--- src/rtl/counter_pkg.sv ---
// Shared constants for the up/down counter family: counting mode and direction encodings.
package counter_pkg;

  localparam logic COUNT_WRAP = 1'b0;
  localparam logic COUNT_SAT  = 1'b1;

  localparam logic DIR_DOWN = 1'b0;
  localparam logic DIR_UP   = 1'b1;

endpackage

--- src/rtl/counter_step.sv ---
// Combinational single-step of the counter: next value and boundary detection,
// computed at WIDTH+1 bits so carry/borrow out of the register width is visible.
module counter_step
  import counter_pkg::*;
#(
  parameter int WIDTH     = 4,
  parameter int MAX_COUNT = 2**WIDTH - 1
) (
  input  logic [WIDTH-1:0] count_i,
  input  logic             dir_i,
  input  logic             mode_i,
  output logic [WIDTH-1:0] next_o,
  output logic             boundary_hit_o
);

  localparam logic [WIDTH:0]   MAX_EXT = (WIDTH+1)'(MAX_COUNT);
  localparam logic [WIDTH-1:0] MAX_W   = WIDTH'(MAX_COUNT);

  logic [WIDTH:0] sum;
  logic [WIDTH:0] diff;

  always_comb begin
    sum            = {1'b0, count_i} + (WIDTH+1)'(1);
    diff           = {1'b0, count_i} - (WIDTH+1)'(1);
    next_o         = count_i;
    boundary_hit_o = 1'b0;
    if (dir_i == DIR_UP) begin
      // Stepping past MAX_COUNT is the up boundary, even when MAX_COUNT < 2**WIDTH-1.
      if (sum > MAX_EXT) begin
        boundary_hit_o = 1'b1;
        next_o         = (mode_i == COUNT_SAT) ? MAX_W : '0;
      end else begin
        next_o = sum[WIDTH-1:0];
      end
    end else begin
      // A borrow out of the extra bit means we were at zero.
      if (diff[WIDTH]) begin
        boundary_hit_o = 1'b1;
        next_o         = (mode_i == COUNT_SAT) ? '0 : MAX_W;
      end else begin
        next_o = diff[WIDTH-1:0];
      end
    end
  end

endmodule

--- src/rtl/mod_updown_counter.sv ---
// Up/down counter with programmable modulus, synchronous load, wrap/saturate mode,
// registered terminal-count pulse and sticky overflow/underflow flags.
module mod_updown_counter
  import counter_pkg::*;
#(
  parameter int WIDTH       = 4,
  parameter int MAX_COUNT   = 2**WIDTH - 1,
  parameter bit SATURATE    = 1'b0,
  parameter int RESET_VALUE = 0
) (
  input  logic             clk,
  input  logic             reset,
  input  logic             enable,
  input  logic             up_down,
  input  logic             load,
  input  logic [WIDTH-1:0] load_value,
  input  logic             clear_flags,
  output logic [WIDTH-1:0] counter_out,
  output logic             tc,
  output logic             overflow,
  output logic             underflow
);

  if (WIDTH < 2) begin : g_bad_width
    $error("mod_updown_counter: WIDTH must be at least 2");
  end
  if (MAX_COUNT < 1 || MAX_COUNT > 2**WIDTH - 1) begin : g_bad_max
    $error("mod_updown_counter: MAX_COUNT out of range for WIDTH");
  end
  if (RESET_VALUE < 0 || RESET_VALUE > MAX_COUNT) begin : g_bad_reset
    $error("mod_updown_counter: RESET_VALUE must lie in 0..MAX_COUNT");
  end

  localparam logic [WIDTH:0]   MAX_EXT = (WIDTH+1)'(MAX_COUNT);
  localparam logic [WIDTH-1:0] MAX_W   = WIDTH'(MAX_COUNT);
  localparam logic [WIDTH-1:0] RST_W   = WIDTH'(RESET_VALUE);
  localparam logic             MODE    = SATURATE ? COUNT_SAT : COUNT_WRAP;

  logic [WIDTH-1:0] count_q, count_d;
  logic             tc_q, tc_d;
  logic             ovf_q, ovf_d;
  logic             unf_q, unf_d;

  logic [WIDTH-1:0] step_next;
  logic             step_hit;
  logic [WIDTH-1:0] load_clamped;

  counter_step #(
    .WIDTH     (WIDTH),
    .MAX_COUNT (MAX_COUNT)
  ) u_step (
    .count_i        (count_q),
    .dir_i          (up_down),
    .mode_i         (MODE),
    .next_o         (step_next),
    .boundary_hit_o (step_hit)
  );

  assign load_clamped = ({1'b0, load_value} > MAX_EXT) ? MAX_W : load_value;

  always_comb begin
    count_d = count_q;
    tc_d    = 1'b0;
    ovf_d   = ovf_q;
    unf_d   = unf_q;
    // Clear is applied first so a same-cycle set event overrides it.
    if (clear_flags) begin
      ovf_d = 1'b0;
      unf_d = 1'b0;
    end
    if (load) begin
      count_d = load_clamped;
    end else if (enable) begin
      count_d = step_next;
      tc_d    = step_hit;
      if (step_hit && up_down == DIR_UP)   ovf_d = 1'b1;
      if (step_hit && up_down == DIR_DOWN) unf_d = 1'b1;
    end
  end

  always_ff @(posedge clk) begin
    if (reset) begin
      count_q <= RST_W;
      tc_q    <= 1'b0;
      ovf_q   <= 1'b0;
      unf_q   <= 1'b0;
    end else begin
      count_q <= count_d;
      tc_q    <= tc_d;
      ovf_q   <= ovf_d;
      unf_q   <= unf_d;
    end
  end

  assign counter_out = count_q;
  assign tc          = tc_q;
  assign overflow    = ovf_q;
  assign underflow   = unf_q;

endmodule

--- config.mk ---
export PLATFORM = sky130hd
export DESIGN_NAME = mod_updown_counter
export DESIGN_NICKNAME = d
export VERILOG_FILES = /design/src/rtl/counter_pkg.sv /design/src/rtl/counter_step.sv /design/src/rtl/mod_updown_counter.sv
export SDC_FILE = /design/constraint.sdc
export NUM_CORES = 1
export LEC_CHECK = 0
export ABC_AREA = 1
export BUFFER_PORTS_ARGS = -buffer_cell sky130_fd_sc_hd__buf_2
export CELL_PAD_IN_SITES_DETAIL_PLACEMENT = 1
export CELL_PAD_IN_SITES_GLOBAL_PLACEMENT = 1
export CORE_UTILIZATION = 34
export DETAILED_ROUTE_END_ITERATION = 8
export PLACE_DENSITY_LB_ADDON = 0.1
export SKIP_CTS_REPAIR_TIMING = 1
export SYNTH_ARGS = -nofsm -noshare
export SYNTH_HDL_FRONTEND = slang
export SYNTH_SLANG_ARGS = --single-unit
export TNS_END_PERCENT = 10
--- constraint.sdc ---
create_clock -name clk -period 3.88 [get_ports clk]
set_input_delay 0.388 -clock clk [delete_from_list [all_inputs] [get_ports clk]]
set_output_delay 0.388 -clock clk [all_outputs]
set_load 0.05 [all_outputs]
==> flow_metrics.tcl, run 1 <==
set metrics [dict create \
    number_of_nets_with_antenna_violations_after_detailed_routing 0 \
    cts-root-to-sink-buffers 2 \
    power.share.combinational_pct 29.1 \
    fmax_mhz 627 \
    critical_path_slowest_stage_cell "dfxtp_1" \
    critical_path_required_ps 4020 \
    finalMaxSlewViolations 0 \
    crit_top_cell "nand2_2" \
    cts_tree "built" \
    postSynthRegisterBits 7 \
    num_rows 13 \
    power.sequential.fraction_pct 39.4 \
    detail_route.wirelength_um 1260 \
    drc 0 \
    worst-setup-path-type "flop to flop" \
    source_of_the_worst_register_to_register_timing_path "counter_out[0]" \
    globalRouteTotalUtil_pct 19.4 \
    postLayoutCellArea_um2 608 \
    routed-via-count 537 \
    critical_path.max_fanout 8 \
    place_hpwl_um 1060 \
    grt.overflow.total 0 \
    arr_time_crit_path_ps 1730 \
    hold_path_class "input port to flop" \
    final_antenna_diode_count 0 \
    setup-tns-final_ps 0 \
    crit-reg2reg-capture "counter_out[1]" \
    critical-path-max-stage-delay_ps 460 \
    yosysWarningCount 0 \
    period_minus_slack_ps 1600 \
    slew_headroom_pct 72.6 \
    hold_violations 0 \
    grt_antenna_before_repair 0 \
    synth_cell_type_count 18 \
    synth_top_area_share_pct 28.7 \
    cts_max_level 1 \
    dpl_cell_area_um2 582 \
    internal-power_mw 0.135 \
    launching_element_type_of_the_critical_path "flop" \
    share_of_cells_above_drive_strength_1_pct 32.6 \
    fin_nets 103 \
    reg2reg_setup_slack_ps 2280 \
    firstDrtPassIters 3 \
    core-area_mm2 0.00132 \
    synth.avg_cell_area_um2 6.97 \
    clock_insertion_delay_worst_skew_ps 250 \
    initial_core_util_pct 37.0 \
    timing.critical_path.to "counter_out[1]" \
    synthesis.nets 83 \
    power.density_cell_area_mw_per_mm2 343 \
    cts.clk_slew.worst_paths_ps 50 \
    detail_route.wl_per_cell_um 12.2 \
    numClockSinks 7 \
    min_period_over_period_pct 41.1 \
    ordered_list_of_cells_on_the_worst_path "inv_1 > ha_1 > nor2_1 > nand2_2 > nor2_2 > nand2_2 > nand2_2 > nand2_2 > nand3_1 > a21oi_1" \
    endpoint_kind "flop" \
    irDropWorstVdd_v 0.000160 \
    share_clk_of_total_power_pct 31.5 \
    layout-area-overhead-vs-synth_pct 24.6 \
    vias_in_the_first_global_route 473 \
    first_iter_violations 4 \
    synth.area.top_cells "dfxtp_1 (29%), nand2_1 (8.5%), a21oi_1 (8.2%)" \
    die_h_um 39.9 \
    maxCapViolations 0 \
    cell_type_contributing_the_most_total_cell_area_after_synthesis "dfxtp_1" \
    syn_inst 70 \
    crit_start "counter_out[0]" \
    setup-violations-final 0 \
    chipWidth_um 39.9 \
    rsz0062_at_grt "no" \
    routed_via_density 5.16 \
    numCtsBuffers 3 \
    post_synth_instance_area_um2 488 \
    pin_count 17 \
    grt_start_max_net_pins 9 \
    port_buffers 16 \
    static-leakage-power_nw 0.291 \
    die_area_mm2 0.00159 \
    tightest_slew_ps 410 \
    switching_power_mw 0.0734 \
    synth_seq_area_share_pct 28.7 \
    grt_pass1_wl_um 1980 \
    worstRegToRegCells 10 \
    place.gp.congestion 0.803 \
    clock_skew_ps 0.561 \
    switching_fraction_of_total_power_pct 35.2 \
    cts.root.buffer_cell "clkbuf_4" \
    run_status "finished clean" \
]
==> through the flow <==
step	hold WS, ps	power [mW]	util [%]	cells	setup WS (ps)
after floorplan	457	0.127	-	70	2070
after global placement	453	0.144	44.2	100	2350
after detailed placement	454	0.145	44.2	100	2300
after CTS	392	0.212	46.2	104	2290
after global routing	393	0.224	46.2	104	2160
final	404	0.208	46.2	104	2280
==> synthesized netlist by cell type <==
library cell and count:
nand2_1 11, a21oi_1 8, inv_1 8, nand3_1 8
dfxtp_1 7, nand2_2 6, a22oi_1 4, nor2_1 4
ha_1 3, nand4_1 3, buf_2 1, inv_2 1
nand2_4 1, nand3_2 1, nor2_2 1, o211ai_1 1
o21ai_0 1, xnor2_1 1
==> flip-flops by register name (all words and copies together), names as in the netlist <==
| register | count |
|---|---|
| tc | 1 |
| underflow | 1 |
| overflow | 1 |
| counter_out | 4 |
==> power groups by stage <==
stage,Clock [mW],Combinational (mW),Sequential [mW]
floorplan,0,0.0318,0.0947
global placement,0,0.0603,0.0833
detailed placement,0,0.0612,0.0835
CTS,0.0688,0.0614,0.0820
global route,0.0743,0.0671,0.0828
finish,0.0657,0.0607,0.0821
==> final cells by class <==
type,instances,area (um^2)
Multi-Input combinational cell,53,309
Tap cell,15,18.8
Inverter,9,33.8
Clock buffer,4,26.3
Fill cell,184,709
Sequential cell,7,140
Timing Repair Buffer,16,80.1
==> critical path, delay by kind of cell, from the launching register on <==
| kind | cells | cell delay (ps) |
|---|---|---|
| simple gates | 7 | 630 |
| flops | 1 | 460 |
| fa+ha+maj | 1 | 210 |
| buf+inv | 1 | 120 |
| compound gates | 1 | 60 |
==> routing by layer <==
layer  vias to the layer above  global-route usage, %  routed length, um
li1                        281                      -                  -
met1                       242                   23.6                624
met2                        12                   31.5                592
met3                         2                   6.82                 40
met4                         0                   5.17                  6
met5                         -                      0                  0
==> cell usage in the layout, fill, tap and decap left out <==
master | netlist | layout
a21oi_1 | 8 | 8
nand2_4 | 1 | 1
clkbuf_1 | 0 | 1
xnor2_1 | 1 | 1
buf_2 | 1 | 16
a22oi_1 | 4 | 4
nor2_1 | 4 | 4
nand4_1 | 3 | 3
nand3_2 | 1 | 1
clkbuf_4 | 0 | 3
nand2_2 | 6 | 6
o21ai_0 | 1 | 1
inv_1 | 8 | 8
dfxtp_1 | 7 | 7
nand2_1 | 11 | 11
nor2_2 | 1 | 1
o211ai_1 | 1 | 1
ha_1 | 3 | 3
inv_2 | 1 | 1
nand3_1 | 8 | 8
==> worst min path at each step <==
| stage | depth (start not counted) | slack (ps) | end | startpoint |
|---|---|---|---|---|
| after floorplan | 1 | 460 | counter_out[0] | reset |
| after global placement | 2 | 450 | underflow | underflow |
| after detailed placement | 2 | 450 | overflow | overflow |
| after CTS | 2 | 390 | counter_out[3] | reset |
| after global routing | 2 | 390 | overflow | reset |
| final | 2 | 400 | counter_out[3] | reset |
==> cells by family after synthesis <==
family	share of synthesized area [%]
simple gates	36.9
compound gates	16.9
buf+inv	7.95
flops	28.7
fa+ha+maj	7.69
xor+xnor	1.80
(Power assumes the default switching activity.)
==> inputs of run 2 (changes only) <==
--- a/config.mk
+++ b/config.mk
@@ -9,7 +9,7 @@
 export BUFFER_PORTS_ARGS = -buffer_cell sky130_fd_sc_hd__buf_2
 export CELL_PAD_IN_SITES_DETAIL_PLACEMENT = 1
 export CELL_PAD_IN_SITES_GLOBAL_PLACEMENT = 1
-export CORE_UTILIZATION = 34
+export CORE_UTILIZATION = 32
 export DETAILED_ROUTE_END_ITERATION = 8
 export PLACE_DENSITY_LB_ADDON = 0.1
 export SKIP_CTS_REPAIR_TIMING = 1
==> constraint.sdc (replaced) <==
create_clock -name clk -period 1.6 [get_ports clk]
set_input_delay 0.16 -clock clk [delete_from_list [all_inputs] [get_ports clk]]
set_output_delay 0.16 -clock clk [all_outputs]
set_load 0.05 [all_outputs]
==> run 2 against run 1 <==
Wire length grew 1.1%. Sequential power grew 140%. Worst hold slack lost 270 ps. Cell count is the same. Register-to-register slack lost 2200 ps. Critical path depth is the same. Clock-buffer cell count is the same. Critical endpoint unchanged. Largest cell class unchanged.
==> flow_metrics.tcl, run 2 (same netlist as run 1, synthesis figures left out) <==
set metrics [dict create \
    top_usage_layer "met2" \
    largest_register_ffs 4 \
    layout_commonest_cell "buf_2" \
    cts-root-to-sink-buffers 2 \
    setup-violations-final 0 \
    cts_tree "built" \
    worstHoldPathCells 2 \
    fin_nets 103 \
    power.density_cell_area_mw_per_mm2 830 \
    source_of_the_worst_register_to_register_timing_path "counter_out[0]" \
    core-area_mm2 0.00137 \
    detail_route.wirelength_um 1280 \
    critical_path_slowest_stage_cell "dfxtp_4" \
    num_rows 13 \
    detail_route.wl_per_cell_um 12.3 \
    power.sequential.fraction_pct 38.2 \
    die_area_mm2 0.00169 \
    crit_start "counter_out[0]" \
    share_clk_of_total_power_pct 32.1 \
    routed_via_density 5.19 \
    reg2reg_setup_slack_ps 120 \
    fmax_mhz 676 \
    clock_insertion_delay_worst_skew_ps 260 \
    post_layout_nonfiller_instances 104 \
    endpoint_kind "flop" \
    switching_power_mw 0.186 \
    irDropWorstVdd_v 0.000307 \
    gr-usage-met3_pct 6.52 \
    critical_path.max_fanout 8 \
    cts.root.buffer_cell "clkbuf_4" \
    clock_skew_ps 2.06 \
    dp.cells 100 \
    setup-tns-final_ps 0 \
    hold_path_class "input port to flop" \
    share_of_cells_above_drive_strength_1_pct 37.1 \
    min_period_over_period_pct 92.4 \
    worstRegToRegCells 10 \
    die_h_um 41.1 \
    finalMaxSlewViolations 0 \
    pin_count 17 \
    hold_violations 0 \
    arr_time_crit_path_ps 1630 \
    layout_common_cells "buf_2 (16), nand2_1 (11), inv_1 (8), nand3_1 (8), a21oi_1 (8)" \
    critical-path-max-stage-delay_ps 380 \
    finalCoreUtilization_pct 46.0 \
    vias_in_the_first_global_route 443 \
    chipWidth_um 41.1 \
    grt_antenna_before_repair 0 \
    internal-power_mw 0.336 \
    crit-reg2reg-capture "counter_out[1]" \
    run_status "finished clean" \
    globalRouteTotalUtil_pct 17.4 \
    dp_slack_ps 120 \
    cts.clk_slew.worst_paths_ps 50 \
    numCtsBuffers 3 \
    critical_path_required_ps 1750 \
    global_route.usage.met2_pct 28.5 \
    routed-via-count 540 \
    layout-area-overhead-vs-synth_pct 28.7 \
    timing.critical_path.to "counter_out[1]" \
    place_hpwl_um 992 \
    numClockSinks 7 \
    firstDrtPassIters 3 \
    port_buffers 16 \
    grt.overflow.total 0 \
    grt_pass1_wl_um 1800 \
    launching_element_type_of_the_critical_path "flop" \
    maxCapViolations 0 \
    period_minus_slack_ps 1480 \
    layout_setup_ws_ps 121 \
    slew_headroom_pct 72.9 \
    crit_top_cell "nand2_2" \
    power.share.combinational_pct 29.7 \
    static-leakage-power_nw 0.294 \
    tightest_slew_ps 405 \
    grt_start_max_net_pins 9 \
    first_iter_violations 5 \
    number_of_nets_with_antenna_violations_after_detailed_routing 0 \
    final_antenna_diode_count 0 \
    worst-setup-path-type "flop to flop" \
    switching_fraction_of_total_power_pct 35.7 \
    cts_max_level 1 \
    ordered_list_of_cells_on_the_worst_path "inv_1 > ha_1 > nor2_2 > nand2_2 > nor2_2 > nand2_2 > nand2_2 > nand2_2 > nand3_1 > a21oi_1" \
    grt.met1_usage_pct 18.8 \
    place.gp.congestion 0.782 \
    initial_core_util_pct 35.7 \
    drc 0 \
]
[run 2: cell count changes in the layout (fill, tap and decap cells not counted)]
| cell | before | now |
|---|---|---|
| dfxtp_4 | 0 | 1 |
| dfxtp_1 | 7 | 5 |
| dfxtp_2 | 0 | 1 |
| ha_4 | 0 | 1 |
| nor2_1 | 4 | 3 |
| nor2_2 | 1 | 2 |
| ha_1 | 3 | 2 |
[run 2: power groups by stage]
| stage | Combinational (mW) | Sequential, mW | Clock (mW) |
|---|---|---|---|
| 2_1_floorplan | 0.0771 | 0.231 | 0 |
| 3_3_place_gp | 0.144 | 0.203 | 0 |
| 3_5_place_dp | 0.146 | 0.204 | 0 |
| 4_1_cts | 0.146 | 0.200 | 0.174 |
| 5_1_grt | 0.171 | 0.201 | 0.176 |
| 6_report | 0.155 | 0.199 | 0.167 |
[run 2: worst max-delay path, delay by kind of cell (launching register included)]
kind	cells	cell delay (ps)
AOI/OAI and AO/OA	1	60
adders and majority gates	1	230
buffers and inverters	1	100
DFF	1	380
and+or+nand+nor	7	600
[run 2: how the worst min path moves through the flow]
stage          start             end  slack, ps
6_report       reset  counter_out[0]        140
5_1_grt        reset  counter_out[0]        150
4_1_cts        reset  counter_out[1]        140
3_5_place_dp   reset  counter_out[1]        420
3_3_place_gp   reset  counter_out[0]        410
2_1_floorplan  reset  counter_out[0]        220
[run 2: area by class of cell]
class / count / area (um^2)
clock buffers: 4 / 26.3
fillers: 196 / 738
inverters: 9 / 33.8
multi-input cells: 53 / 324
flip-flops and latches: 7 / 145
well taps: 15 / 18.8
repair buffers: 16 / 80.1
[run 2: metrics by stage]
step	power (mW)	hold WS (ps)	instance area, um^2
floorplan	0.308	222	490
global placement	0.347	411	584
detailed placement	0.349	420	584
CTS	0.520	142	611
global route	0.548	147	628
finish	0.522	138	628
[run 2: layer usage]
layer	vias up	part of all wire, %
met4	0	2.4
li1	274	-
met1	244	45
met5	-	0
met3	4	6.9
met2	18	46
==> inputs of run 3 (changes only) <==
--- a/config.mk
+++ b/config.mk
@@ -10,8 +10,10 @@
 export CELL_PAD_IN_SITES_DETAIL_PLACEMENT = 1
 export CELL_PAD_IN_SITES_GLOBAL_PLACEMENT = 1
 export CORE_UTILIZATION = 32
+export CTS_CLUSTER_DIAMETER = 60
 export DETAILED_ROUTE_END_ITERATION = 8
 export PLACE_DENSITY_LB_ADDON = 0.1
+export REMOVE_ABC_BUFFERS = 1
 export SKIP_CTS_REPAIR_TIMING = 1
 export SYNTH_ARGS = -nofsm -noshare
 export SYNTH_HDL_FRONTEND = slang
==> run 3 against run 2 <==
Power shrank 0.41%. Flip-flop and latch count unchanged. Die area is the same. Global-route usage grew 5.1 points. First-iteration DRC count is 40% lower. Register-to-register slack better by 30 ps. Largest cell class unchanged. Highest routed layer unchanged.
==> flow_metrics.tcl, run 3 (same netlist as run 1, synthesis figures left out) <==
set metrics [dict create \
    finalMaxSlewViolations 0 \
    run_status "finished clean" \
    crit-reg2reg-capture "counter_out[0]" \
    pin_count 17 \
    cts.clk_slew.worst_paths_ps 60 \
    arr_time_crit_path_ps 1590 \
    detail_route.wl_per_cell_um 13.2 \
    cts.root.buffer_cell "clkbuf_4" \
    firstDrtPassIters 2 \
    static-leakage-power_nw 0.297 \
    chipWidth_um 41.1 \
    layout-area-overhead-vs-synth_pct 26.7 \
    grt_start_max_net_pins 8 \
    hold_violations 0 \
    layout_commonest_cell "buf_2" \
    numCtsBuffers 3 \
    drc 0 \
    rsz0062_at_grt "no" \
    finalCoreUtilization_pct 45.2 \
    fin_nets 104 \
    fmax_mhz 689 \
    die_area_mm2 0.00169 \
    critical_path.max_fanout 7 \
    worstHoldPathCells 2 \
    irDropWorstVdd_v 0.000301 \
    setup-violations-final 0 \
    numClockSinks 7 \
    port_buffers 16 \
    endpoint_kind "flop" \
    grt_pass1_wl_um 2240 \
    detail_route.wirelength_um 1390 \
    cts_tree "built" \
    launching_element_type_of_the_critical_path "flop" \
    dp_slack_ps 56.9 \
    layout_setup_ws_ps 149 \
    layout_common_cells "buf_2 (16), nand2_1 (11), inv_1 (8), nand3_1 (8), a21oi_1 (8)" \
    routed_via_density 4.97 \
    place_hpwl_um 1100 \
    hold_path_class "input port to flop" \
    initial_core_util_pct 35.7 \
    place.gp.congestion 0.785 \
    largest_register_ffs 4 \
    period_minus_slack_ps 1450 \
    source_of_the_worst_register_to_register_timing_path "counter_out[1]" \
    clock_skew_ps 10.3 \
    power.density_cell_area_mw_per_mm2 840 \
    cts_max_level 1 \
    design_power_total_mw 0.519 \
    core-area_mm2 0.00137 \
    timing.critical_path.to "counter_out[0]" \
    maxCapViolations 0 \
    worst-setup-path-type "flop to flop" \
    share_of_cells_above_drive_strength_1_pct 35.6 \
    reg2reg_setup_slack_ps 150 \
    worstRegToRegCells 9 \
    finalHoldWorstSlack_ps 138 \
    grt.overflow.total 0 \
    grt_antenna_before_repair 0 \
    number_of_nets_with_antenna_violations_after_detailed_routing 0 \
    slew_headroom_pct 71.4 \
    crit_start "counter_out[1]" \
    critical_path_required_ps 1740 \
    first_iter_violations 3 \
    die_h_um 41.1 \
    clock_insertion_delay_worst_skew_ps 260 \
    min_period_over_period_pct 90.7 \
    vias_in_the_first_global_route 479 \
    num_rows 13 \
    tightest_slew_ps 428 \
    routed-via-count 522 \
    setup-tns-final_ps 0 \
    cts-root-to-sink-buffers 2 \
    globalRouteTotalUtil_pct 22.5 \
    final_antenna_diode_count 0 \
]
## run 3: cell types whose count changed in the layout (fill, tap and decap cells not counted), sizes merged
cell | previous run | this run
buf | 16 | 17
## run 3: worst min path at each step
stage           from             end
2_1_floorplan  reset  counter_out[0]
3_3_place_gp   reset  counter_out[0]
3_5_place_dp   reset  counter_out[1]
4_1_cts        reset  counter_out[1]
5_1_grt        reset  counter_out[1]
6_report       reset  counter_out[1]
## run 3: report_power, final
group | switching [mW] | internal [mW]
Clock | 0.0727 | 0.0957
Sequential | 0.0144 | 0.185
Combinational | 0.101 | 0.0512
## run 3: layout make-up
cell class	instances	area [um^2]
flip-flops and latches	7	143
well taps	15	18.8
repair buffers	17	87.6
inverters	9	33.8
multi-input cells	53	309
fillers	192	748
clock buffers	4	26.3
## run 3: layer usage
layer / GRT usage [%] / vias up / routed length [um]
met5: 0 / - / 0
met3: 9.78 / 5 / 78
met4: 10.0 / 0 / 28
li1: - / 276 / -
met1: 30.3 / 227 / 681
met2: 30.1 / 14 / 596
## run 3: worst max-delay path, cell delays in order, from the launching register on
cell     delay (ps)
dfxtp_2         390
inv_1            80
ha_1            340
nand2_2          70
nor2_2          120
nand2_2          70
nand2_2          80
nand2_2          50
nand3_1          70
a21oi_1          60
## run 3: through the flow
stage / instances / cell area [um^2]
global route: 105 / 618
detailed placement: 101 / 589
floorplan: 69 / 483
CTS: 105 / 616
finish: 105 / 618
global placement: 101 / 589
